==> src/rtl/rf_wb_seq.sv <==
// rf_wb_seq: buffers write-back results and sequences read-back/merge-write cycles into a 16x32 half-word RF.
// Optional macro RF_WB_FULLWORD_EN: mask 11 becomes a high-half then low-half merge write.
module rf_wb_seq #(
  parameter int unsigned DEPTH = 2
) (
  input  logic        clk,
  input  logic        reset,
  input  logic        wb_valid,
  output logic        wb_ready,
  input  logic [3:0]  wb_reg,
  input  logic [31:0] wb_data,
  input  logic [1:0]  wb_mask,
  input  logic [3:0]  dec_rs1,
  input  logic [3:0]  dec_rs2,
  output logic        rd_hazard,
  output logic        rd_stall,
  output logic        rf_rd_valid,
  output logic        rf_we,
  output logic        rf_hl,
  output logic [3:0]  rf_write_reg,
  output logic [31:0] rf_data,
  output logic        wb_err
);
  localparam int unsigned AW = $clog2(DEPTH);
  localparam int unsigned CW = AW + 1;

`ifdef RF_WB_FULLWORD_EN
  localparam bit FULLWORD = 1'b1;
`else
  localparam bit FULLWORD = 1'b0;
`endif

  typedef struct packed {
    logic [3:0]  rg;
    logic [31:0] data;
    logic [1:0]  mask;
  } entry_t;

  typedef enum logic [2:0] {IDLE, PREP, WR_H, PREP2, WR_L} state_t;

  entry_t        mem [DEPTH];
  entry_t        head;
  entry_t        in_entry;
  logic [1:0]    next_mask;
  logic [AW-1:0] rd_ptr;
  logic [AW-1:0] wr_ptr;
  logic [AW-1:0] hz_off;
  logic [CW-1:0] count;
  state_t        state;
  state_t        state_nxt;
  logic          push;
  logic          pop;
  logic          seq_done;
  logic          fullword_err;

  assign wb_ready  = (count != CW'(DEPTH));
  assign push      = wb_valid && wb_ready;
  assign head      = mem[rd_ptr];
  assign next_mask = mem[AW'(rd_ptr + AW'(1))].mask;
  assign rd_stall  = rf_we;

  // Without full-word support a mask 11 result is reduced to its low half and flagged.
  always_comb begin
    in_entry     = '{rg: wb_reg, data: wb_data, mask: wb_mask};
    fullword_err = 1'b0;
    if (!FULLWORD && (wb_mask == 2'b11)) begin
      in_entry.mask = 2'b01;
      fullword_err  = 1'b1;
    end
  end

  // Hazard over every live entry that will actually write the RF.
  always_comb begin
    rd_hazard = 1'b0;
    hz_off    = '0;
    for (int unsigned i = 0; i < DEPTH; i++) begin
      hz_off = AW'(i) - rd_ptr;
      if ((CW'(hz_off) < count) && (mem[i].mask != 2'b00) &&
          ((mem[i].rg == dec_rs1) || (mem[i].rg == dec_rs2)))
        rd_hazard = 1'b1;
    end
  end

  always_comb begin
    state_nxt    = state;
    pop          = 1'b0;
    seq_done     = 1'b0;
    rf_we        = 1'b0;
    rf_hl        = 1'b0;
    rf_write_reg = '0;
    rf_data      = '0;
    unique case (state)
      IDLE: begin
        if (count != '0) begin
          if (head.mask == 2'b00) pop = 1'b1;
          else                    state_nxt = PREP;
        end
      end
      PREP: begin
        rf_write_reg = head.rg;
        state_nxt    = (head.mask == 2'b01) ? WR_L : WR_H;
      end
      WR_H: begin
        rf_we        = 1'b1;
        rf_hl        = 1'b1;
        rf_write_reg = head.rg;
        rf_data      = head.data;
        if (FULLWORD && (head.mask == 2'b11)) state_nxt = PREP2;
        else                                  seq_done  = 1'b1;
      end
      PREP2: begin
        rf_write_reg = head.rg;
        state_nxt    = WR_L;
      end
      WR_L: begin
        rf_we        = 1'b1;
        rf_write_reg = head.rg;
        rf_data      = head.data;
        seq_done     = 1'b1;
      end
      default: state_nxt = IDLE;
    endcase
    // Chain straight into the next stored entry so back-to-back results leave no idle gap.
    if (seq_done) begin
      pop       = 1'b1;
      state_nxt = ((count > CW'(1)) && (next_mask != 2'b00)) ? PREP : IDLE;
    end
  end

  always_ff @(posedge clk or posedge reset) begin
    if (reset) begin
      state       <= IDLE;
      rd_ptr      <= '0;
      wr_ptr      <= '0;
      count       <= '0;
      rf_rd_valid <= 1'b0;
      wb_err      <= 1'b0;
    end else begin
      state       <= state_nxt;
      rf_rd_valid <= ~rf_we;
      wb_err      <= push && fullword_err;
      if (push) wr_ptr <= AW'(wr_ptr + AW'(1));
      if (pop)  rd_ptr <= AW'(rd_ptr + AW'(1));
      if (push && !pop)      count <= CW'(count + CW'(1));
      else if (!push && pop) count <= CW'(count - CW'(1));
    end
  end

  always_ff @(posedge clk) begin
    if (push) mem[wr_ptr] <= in_entry;
  end

endmodule

==> config.mk <==
export PLATFORM = sky130hd
export DESIGN_NAME = rf_wb_seq
export DESIGN_NICKNAME = d
export VERILOG_FILES = /design/src/rtl/rf_wb_seq.sv
export SDC_FILE = /design/constraint.sdc
export NUM_CORES = 1
export LEC_CHECK = 0
export BUFFER_PORTS_ARGS = -buffer_cell sky130_fd_sc_hd__buf_2
export CAP_MARGIN = 5
export CORE_ASPECT_RATIO = 1.4
export CORE_UTILIZATION = 45
export CTS_BUF_LIST = sky130_fd_sc_hd__clkbuf_8 sky130_fd_sc_hd__clkbuf_16
export DETAILED_ROUTE_END_ITERATION = 6
export PLACE_DENSITY = 0.68
export SETUP_SLACK_MARGIN = 0.02
export SLEW_MARGIN = 20
export SYNTH_ARGS = -nofsm -noshare
export SYNTH_HDL_FRONTEND = slang
export SYNTH_SLANG_ARGS = --single-unit
==> constraint.sdc <==
create_clock -name clk -period 6.4 [get_ports clk]
set_input_delay 0.32 -clock clk [delete_from_list [all_inputs] [get_ports clk]]
set_output_delay 0.32 -clock clk [all_outputs]
set_load 0.02 [all_outputs]
==> results.cfg, run 1 <==
[outcome]
status = finished clean

[final_layout]
regArea_um2 = 2510
area_delta_synth_final_pct = 20.3
multiInputGateArea_um2 = 993
final_cell_mix = buf_2 (91), edfxtp_1 (76), nor2_1 (42), mux2i_1 (36), xor2_1 (11)
nets = 386
antenna_cells = 0
drive_above_1_share = 0.340
final_common_cell = buf_2
fillers = 663

[sta]
tns_ns = 0
final-hold-violation-count = 0
fin_crit_ns = 2.23
rsz0062_at_grt = false
slew_headroom = 0.381
final_max_slew_viol_count = 0
skew_ns = 0.00507
fin_crit_sh = 0.348
setup_viol = 0
worst_pin_slew_ns = 0.928
fmax_mhz = 449
setup_ws_ns = 4.17

[floorplan]
start_util = 0.464
num_rows = 38
die_y_um = 107
dieWidth_um = 77.4
coreArea_um2 = 7700
die-area_um2 = 8310
num_io_pins = 92

[logic_synthesis]
syn_nets = 293
yosys_warnings = 0
synth-xor-area-share = 0.0514
yosys.area.top_type_share = 0.638
netlist_instances = 240
synth_enable_flop_cells = 76
synthAdderAreaFrac = 0.0140
netlist_area_um2 = 3580
ys_seq_elements = 85
synth_mux_area_frac = 0.101
syn_area_per_cell_um2 = 14.9
synth_top_family_by_area = multiplexers
synthSimpleGateAreaFrac = 0.0825
synthFlopType = edfxtp_1
synthTopCellsByArea = edfxtp_1 (64%), mux2i_1 (10%), dfrtp_1 (6.3%)
synth_compound_area_frac = 0.0262
seq_area_frac_synth = 0.701
synth_area_leader_cell = edfxtp_1
synth-async-reset-ratio = 0.106
synthDistinctLibCells = 33

[grt]
grt_start_max_net_pins = 46
grt_pass1_vias = 2030
grt_pass1_wl_um = 9520
grt_usage = 0.156
antenna_found_initial = 0
grt_overflow = 0

[placed_design]
place_ws_ns = 4.03
port_buffers = 91
dp_hpwl_um = 4190
finalWeightedCongestion = 0.860

[power_and_ir_drop]
ir_worst_vdd_v = 0.000283
p_per_area_nw_per_um2 = 451
p_leak_uw = 0.00181

[cts]
cts_max_level = 3
ctsResizeCount = 0
post_cts_buffers = 0
numCtsBuffers = 9
cts_tree = done
clockBufferDepth = 2
path_clk_slew_ns = 0.08
root_buffer = clkbuf_8
cts.sinks = 85
clk_latency_ns = 0.33
postCtsHoldBufs = 1

[worst_setup_path]
r2r_cells = 4
arrival_ns = 2.18
crit_fanout = 38
worstPathRequired_ns = 6.36
worstSetupEndpointType = register
worstSetupPathType = reg2reg
crit_path_start_kind = register

[route]
wire_per_inst_um = 14.1
remaining_drc_errors = 0
drt-initial-drc-count = 70
vias_per_cell = 4.86
postRouteAntennaNets = 0
drt-total-wl_um = 6170
firstDrtPassIters = 4
num_vias = 2127

[flow_run]
cap_violations = 0

[hold_path]
hold_path_depth = 1
hold_path.class = in2reg
[state kept, by name, summed over array words and instances, names as in the netlist]
register	cells
state	3
wr_ptr	1
mem	76
rf_rd_valid	1
count	2
rd_ptr	1
wb_err	1
[cell type report]
type	count	share of cell area
repair buffers	94	0.116
well taps	100	0.0291
flip-flops and latches	85	0.583
inverters	5	0.00436
multi-input cells	138	0.231
clock inverters	7	0.00785
clock buffers	9	0.0288
[path summary, 6_finish.rpt]
check / startpoint / endpoint / slack, ns
setup / recovery: count[0] / mem[1][3] / 4.17
min in group asynchronous: reset / state[2] / 0.48
setup reg to reg: count[0] / mem[1][3] / 4.17
max in group asynchronous: reset / rd_ptr / 5.65
hold / removal: wb_data[11] / mem[1][13] / 0.18
hold reg to reg: wr_ptr / wr_ptr / 0.55
[report_power, final]
group | switching, uW | total, uW | internal, uW | leakage (uW)
sequential | 61.2 | 825 | 763 | 0.000816
combinational | 513 | 812 | 298 | 0.000910
clock | 170 | 305 | 135 | 0.0000850
[synth_stat cells, drive strengths merged (2+ instances only)]
| cell type | n |
|---|---|
| nor2 | 42 |
| a41oi | 2 |
| nand2b | 3 |
| nand2 | 3 |
| nor3b | 2 |
| a21oi | 3 |
| nor3 | 2 |
| ha | 4 |
| o21ai | 4 |
| xor2 | 11 |
| edfxtp | 76 |
| inv | 5 |
| xnor2 | 10 |
| dfrtp | 9 |
| nor4 | 3 |
| buf | 11 |
| mux2i | 36 |
| and2 | 2 |
| nor2b | 3 |
[per-stage QoR]
| step | hold WS (ns) | util | std cells | area [um^2] | power [uW] |
|---|---|---|---|---|---|
| global placement | 0.293 | 0.533 | 420 | 4110 | 1640 |
| detailed placement | 0.297 | 0.533 | 420 | 4110 | 1650 |
| global route | 0.146 | 0.559 | 438 | 4300 | 2070 |
| CTS | 0.151 | 0.555 | 437 | 4280 | 1960 |
| finish | 0.175 | 0.559 | 438 | 4300 | 1940 |
| floorplan | 0.148 | - | 240 | 3580 | 1430 |
[metal layers]
metal | GRT usage | up-vias | part of all wire
met5 | 0 | - | 0
met4 | 0.0876 | 0 | 0.027
met3 | 0.0449 | 12 | 0.048
met2 | 0.277 | 59 | 0.55
met1 | 0.165 | 1007 | 0.38
li1 | - | 1049 | -
[kinds of logic after synthesis]
logic type / Yosys count
flip-flops: 85
XOR/XNOR: 21
buffers and inverters: 17
AND/OR/NAND/NOR: 64
adder cells (fa/ha/maj): 4
multiplexers: 36
AO/OA/AOI/OAI: 13
[worst max-delay path, cell delays in order, from the launching register on]
cell	delay [ns]
dfrtp_1	0.42
inv_1	0.09
ha_1	0.21
nor2b_1	0.28
and2_2	0.83
Power figures use the tool's default switching activity.
==> run 2: changes to the inputs <==
- PLACE_DENSITY: 0.68 -> 0.7
- clock period: 6.4 -> 2 ns (I/O delays scaled with it)
==> results.cfg, run 2 (same netlist as run 1, synthesis figures left out) <==
[outcome]
status = finished clean

[cts]
numCtsBuffers = 9
cts.sinks = 85
path_clk_slew_ns = 0.07
clockBufferDepth = 2
cts_max_level = 3
cts_tree = done
root_buffer = clkbuf_8
clk_latency_ns = 0.35

[sta]
setup_viol = 0
tns_ns = 0
fmax_mhz = 524
final_max_slew_viol_count = 0
skew_ns = 0.00492
final-hold-violation-count = 0
holdWs_ns = 0.0121
worst_pin_slew_ns = 0.392
fin_crit_ns = 1.91
fin_crit_sh = 0.954
rsz0062_at_grt = true
slew_headroom = 0.732

[route]
drt-total-wl_um = 7080
wire_per_inst_um = 14.6
remaining_drc_errors = 0
num_vias = 2341
firstDrtPassIters = 6
postRouteAntennaNets = 0
vias_per_cell = 4.84
drt-initial-drc-count = 132

[power_and_ir_drop]
p_leak_uw = 0.00203
ir_worst_vdd_v = 0.000753
finalPower_uw = 6470
p_per_area_nw_per_um2 = 1360

[grt]
grt_overflow = 0
grt_pass1_wl_um = 10600
grtUsageMet3 = 0.0407
grt.busiest_layer = met2
antenna_found_initial = 0
globalRouteMet2Util = 0.313
grt_usage = 0.175
grt_pass1_vias = 2303
grt_use_met1 = 0.188
grt_start_max_net_pins = 35

[hold_path]
hold_path_depth = 2
hold_path.class = in2reg

[placed_design]
port_buffers = 91
dp_hpwl_um = 4590
finalWeightedCongestion = 0.853
post-place-cells = 426

[worst_setup_path]
endpoint = rd_hazard
worstSetupEndpointType = primary output
startpoint = mem[1][34]
rrSetupSlack_ns = 0.25
worstPathCellList = xor2_1 > nor4_1 > a41oi_1 > o32ai_1 > buf_2
crit_path_start_kind = register
arrival_ns = 1.81
max_stage_delay_ns = 0.43
r2r_start = count[0]
crit_fanout = 3
r2r_cells = 5
cp_slowest_cell = edfxtp_1
worstPathRequired_ns = 1.90
r2r_end = mem[0][15]
worstSetupPathType = reg2out

[floorplan]
die-area_um2 = 8310
start_util = 0.464
die_y_um = 107
num_io_pins = 92
coreArea_um2 = 7700
num_rows = 38
dieWidth_um = 77.4

[final_layout]
drive_above_1_share = 0.328
final_common_cell = buf_2
fillers = 604
largest_reg_flops = 76
largest-register = mem
final_core_util = 0.619
antenna_cells = 0
nets = 432
final_cell_mix = buf_2 (91), edfxtp_1 (76), nor2_1 (41), dlygate4sd3_1 (38), mux2i_1 (36)
fin_cells = 484
area_delta_synth_final_pct = 33.2
reg.largest.list = mem: 76 flops, state: 3 flops, count: 2 flops

[flow_run]
cap_violations = 0
run 2: how the worst min path moves through the flow:
stage | end | slack, ns | from
6_report | wb_err | 0.01 | wb_mask[1]
5_1_grt | wb_err | 0.02 | wb_mask[1]
4_1_cts | wb_err | 0.003 | wb_mask[1]
3_5_place_dp | rf_rd_valid | 0.1 | reset
3_3_place_gp | rf_rd_valid | 0.09 | reset
2_1_floorplan | count[0] | -0.07 | reset
run 2: stage by stage:
| stage | area [um^2] | worst slack (ns) |
|---|---|---|
| 6_report | 4770 | 0.0917 |
| 5_1_grt | 4770 | -0.0119 |
| 4_1_cts | 4720 | 0.0290 |
| 3_5_place_dp | 4180 | 0.258 |
| 3_3_place_gp | 4180 | 0.305 |
| 2_1_floorplan | 3590 | 0.0961 |
run 2: cell type report:
cell class | count | area (um^2) | area share
sequential | 85 | 2510 | 0.527
multi-input combinational | 138 | 997 | 0.209
timing repair buffer | 140 | 951 | 0.200
clock buffer | 10 | 138 | 0.0289
tap | 100 | 125 | 0.0263
clock inverter | 6 | 25.0 | 0.00525
inverter | 5 | 18.8 | 0.00394
run 2: where the power goes:
part,switching [uW],internal (uW),total [uW]
Combinational,1710,1090,2800
Sequential,209,2440,2650
Clock,554,463,1020
run 2: repair_timing:
item	4_1_cts	5_1_grt
hold buffers	38	0
hold endpoints to repair	83	0
resized for setup	0	5
setup buffers	0	4
setup endpoints to repair	0	12
run 2: worst max-delay path, delay by kind of cell, from the launching register on:
kind	cells	cell delay, ns
buffers and inverters	1	0.21
XOR/XNOR	1	0.17
flip-flops	1	0.43
AO/OA/AOI/OAI	2	0.37
AND/OR/NAND/NOR	1	0.29
run 2: layer usage:
| layer | wire length (um) | up-vias |
|---|---|---|
| li1 | - | 1141 |
| met1 | 2760 | 1098 |
| met2 | 3790 | 84 |
| met3 | 295 | 18 |
| met4 | 228 | 0 |
| met5 | 0 | - |
==> run 3: changes to the inputs <==
- GPL_TIMING_DRIVEN: unset -> 0
- PLACE_DENSITY: 0.7 -> 0.74
==> results.cfg, run 3 (same netlist as run 1, synthesis figures left out) <==
[route]
firstDrtPassIters = 4
remaining_drc_errors = 0
postRouteAntennaNets = 0
drt-initial-drc-count = 104
vias_per_cell = 4.79
wire_per_inst_um = 15.0
num_vias = 2356
drt-total-wl_um = 7400

[sta]
fin_crit_ns = 2.04
final-hold-violation-count = 0
holdWs_ns = 0.0216
tns_ns = -0.0364
skew_ns = 0.00871
setup_ws_ns = -0.0364
slew_headroom = 0.718
rsz0062_at_grt = true
fin_crit_sh = 1.02
fmax_mhz = 491
setup_viol = 1
final_max_slew_viol_count = 0
worst_pin_slew_ns = 0.412

[floorplan]
dieWidth_um = 77.4
coreArea_um2 = 7700
die_y_um = 107
die-area_um2 = 8310
start_util = 0.464
num_rows = 38
num_io_pins = 92

[worst_setup_path]
worstSetupPathType = reg2out
rrSetupSlack_ns = 0.23
worstSetupEndpointType = primary output
arrival_ns = 1.94
crit_path_start_kind = register
r2r_cells = 4
crit_fanout = 2
worstPathRequired_ns = 1.90

[power_and_ir_drop]
p_leak_uw = 0.00206
ir_worst_vdd_v = 0.000791
p_per_area_nw_per_um2 = 1400
finalPower_uw = 6880

[hold_path]
hold_path_depth = 2
hold_path.class = in2reg

[grt]
grt_usage = 0.185
grt_pass1_wl_um = 11200
grt_start_max_net_pins = 39
grt_overflow = 0
antenna_found_initial = 0
grt_pass1_vias = 2384

[flow_run]
cap_violations = 0

[final_layout]
final_common_cell = buf_2
largest_reg_flops = 76
final_cell_mix = buf_2 (84), edfxtp_1 (76), dlygate4sd3_1 (37), nor2_1 (36), mux2i_1 (36)
antenna_cells = 0
largest-register = mem
area_delta_synth_final_pct = 37.6
reg.largest.list = mem: 76 flops, state: 3 flops, count: 2 flops
final_core_util = 0.639
drive_above_1_share = 0.357
nets = 440
fin_cells = 492

[cts]
cts_max_level = 3
cts_tree = done
clk_latency_ns = 0.36
path_clk_slew_ns = 0.08
cts.sinks = 85
clockBufferDepth = 2
root_buffer = clkbuf_8
numCtsBuffers = 9

[placed_design]
port_buffers = 91
finalWeightedCongestion = 0.786
dp_hpwl_um = 4600
post-place-cells = 431

[outcome]
violations = negative setup slack
status = complete, but fails checks
## run 3: critical path, cell delays in order, from the launching register on
cell      delay, ns
edfxtp_1       0.40
xor2_1         0.21
nor4_2         0.39
a41oi_2        0.09
o32ai_1        0.28
buf_2          0.21
## run 3: final timing paths
path,from,end
min in group asynchronous,reset,rf_rd_valid
setup reg to reg,count[0],mem[1][6]
hold / removal,wb_mask[1],wb_err
hold reg to reg,state[1],state[1]
max in group asynchronous,reset,state[1]
setup / recovery,mem[1][34],rd_hazard
## run 3: area by class of cell
| type | instances | area, um^2 |
|---|---|---|
| multi-input cells | 140 | 1060 |
| flip-flops and latches | 85 | 2510 |
| repair buffers | 135 | 950 |
| inverters | 5 | 18.8 |
| well taps | 100 | 125 |
| clock inverters | 7 | 57.6 |
| clock buffers | 9 | 124 |
| fillers | 604 | 2780 |
| plain buffers | 11 | 77.6 |
## run 3: timing repair
action,CTS,global route
setup buffers,7,0
cloned,1,1
resized for setup,7,29
setup endpoints to repair,82,69
hold endpoints to repair,81,0
pin swaps,1,1
hold buffers,37,0
## run 3: where the power goes
group	total, uW	internal (uW)	switching, uW
combinational	3100	1290	1820
clock	1130	557	573
sequential	2640	2440	206
total	6880	4280	2590
## run 3: metrics by stage
step           cell area (um^2)  worst slack (ns)
6_report                   4920           -0.0364
5_1_grt                    4920           -0.0857
4_1_cts                    4840           0.00864
3_5_place_dp               4170            -0.323
3_3_place_gp               4170            -0.331
2_1_floorplan              3590            0.0961
## run 3: layer usage
metal,GRT usage,wire length (um),part of all wire
met5,0,0,0
met4,0.0930,125,0.017
met3,0.0492,305,0.041
met2,0.341,4130,0.56
met1,0.191,2840,0.38
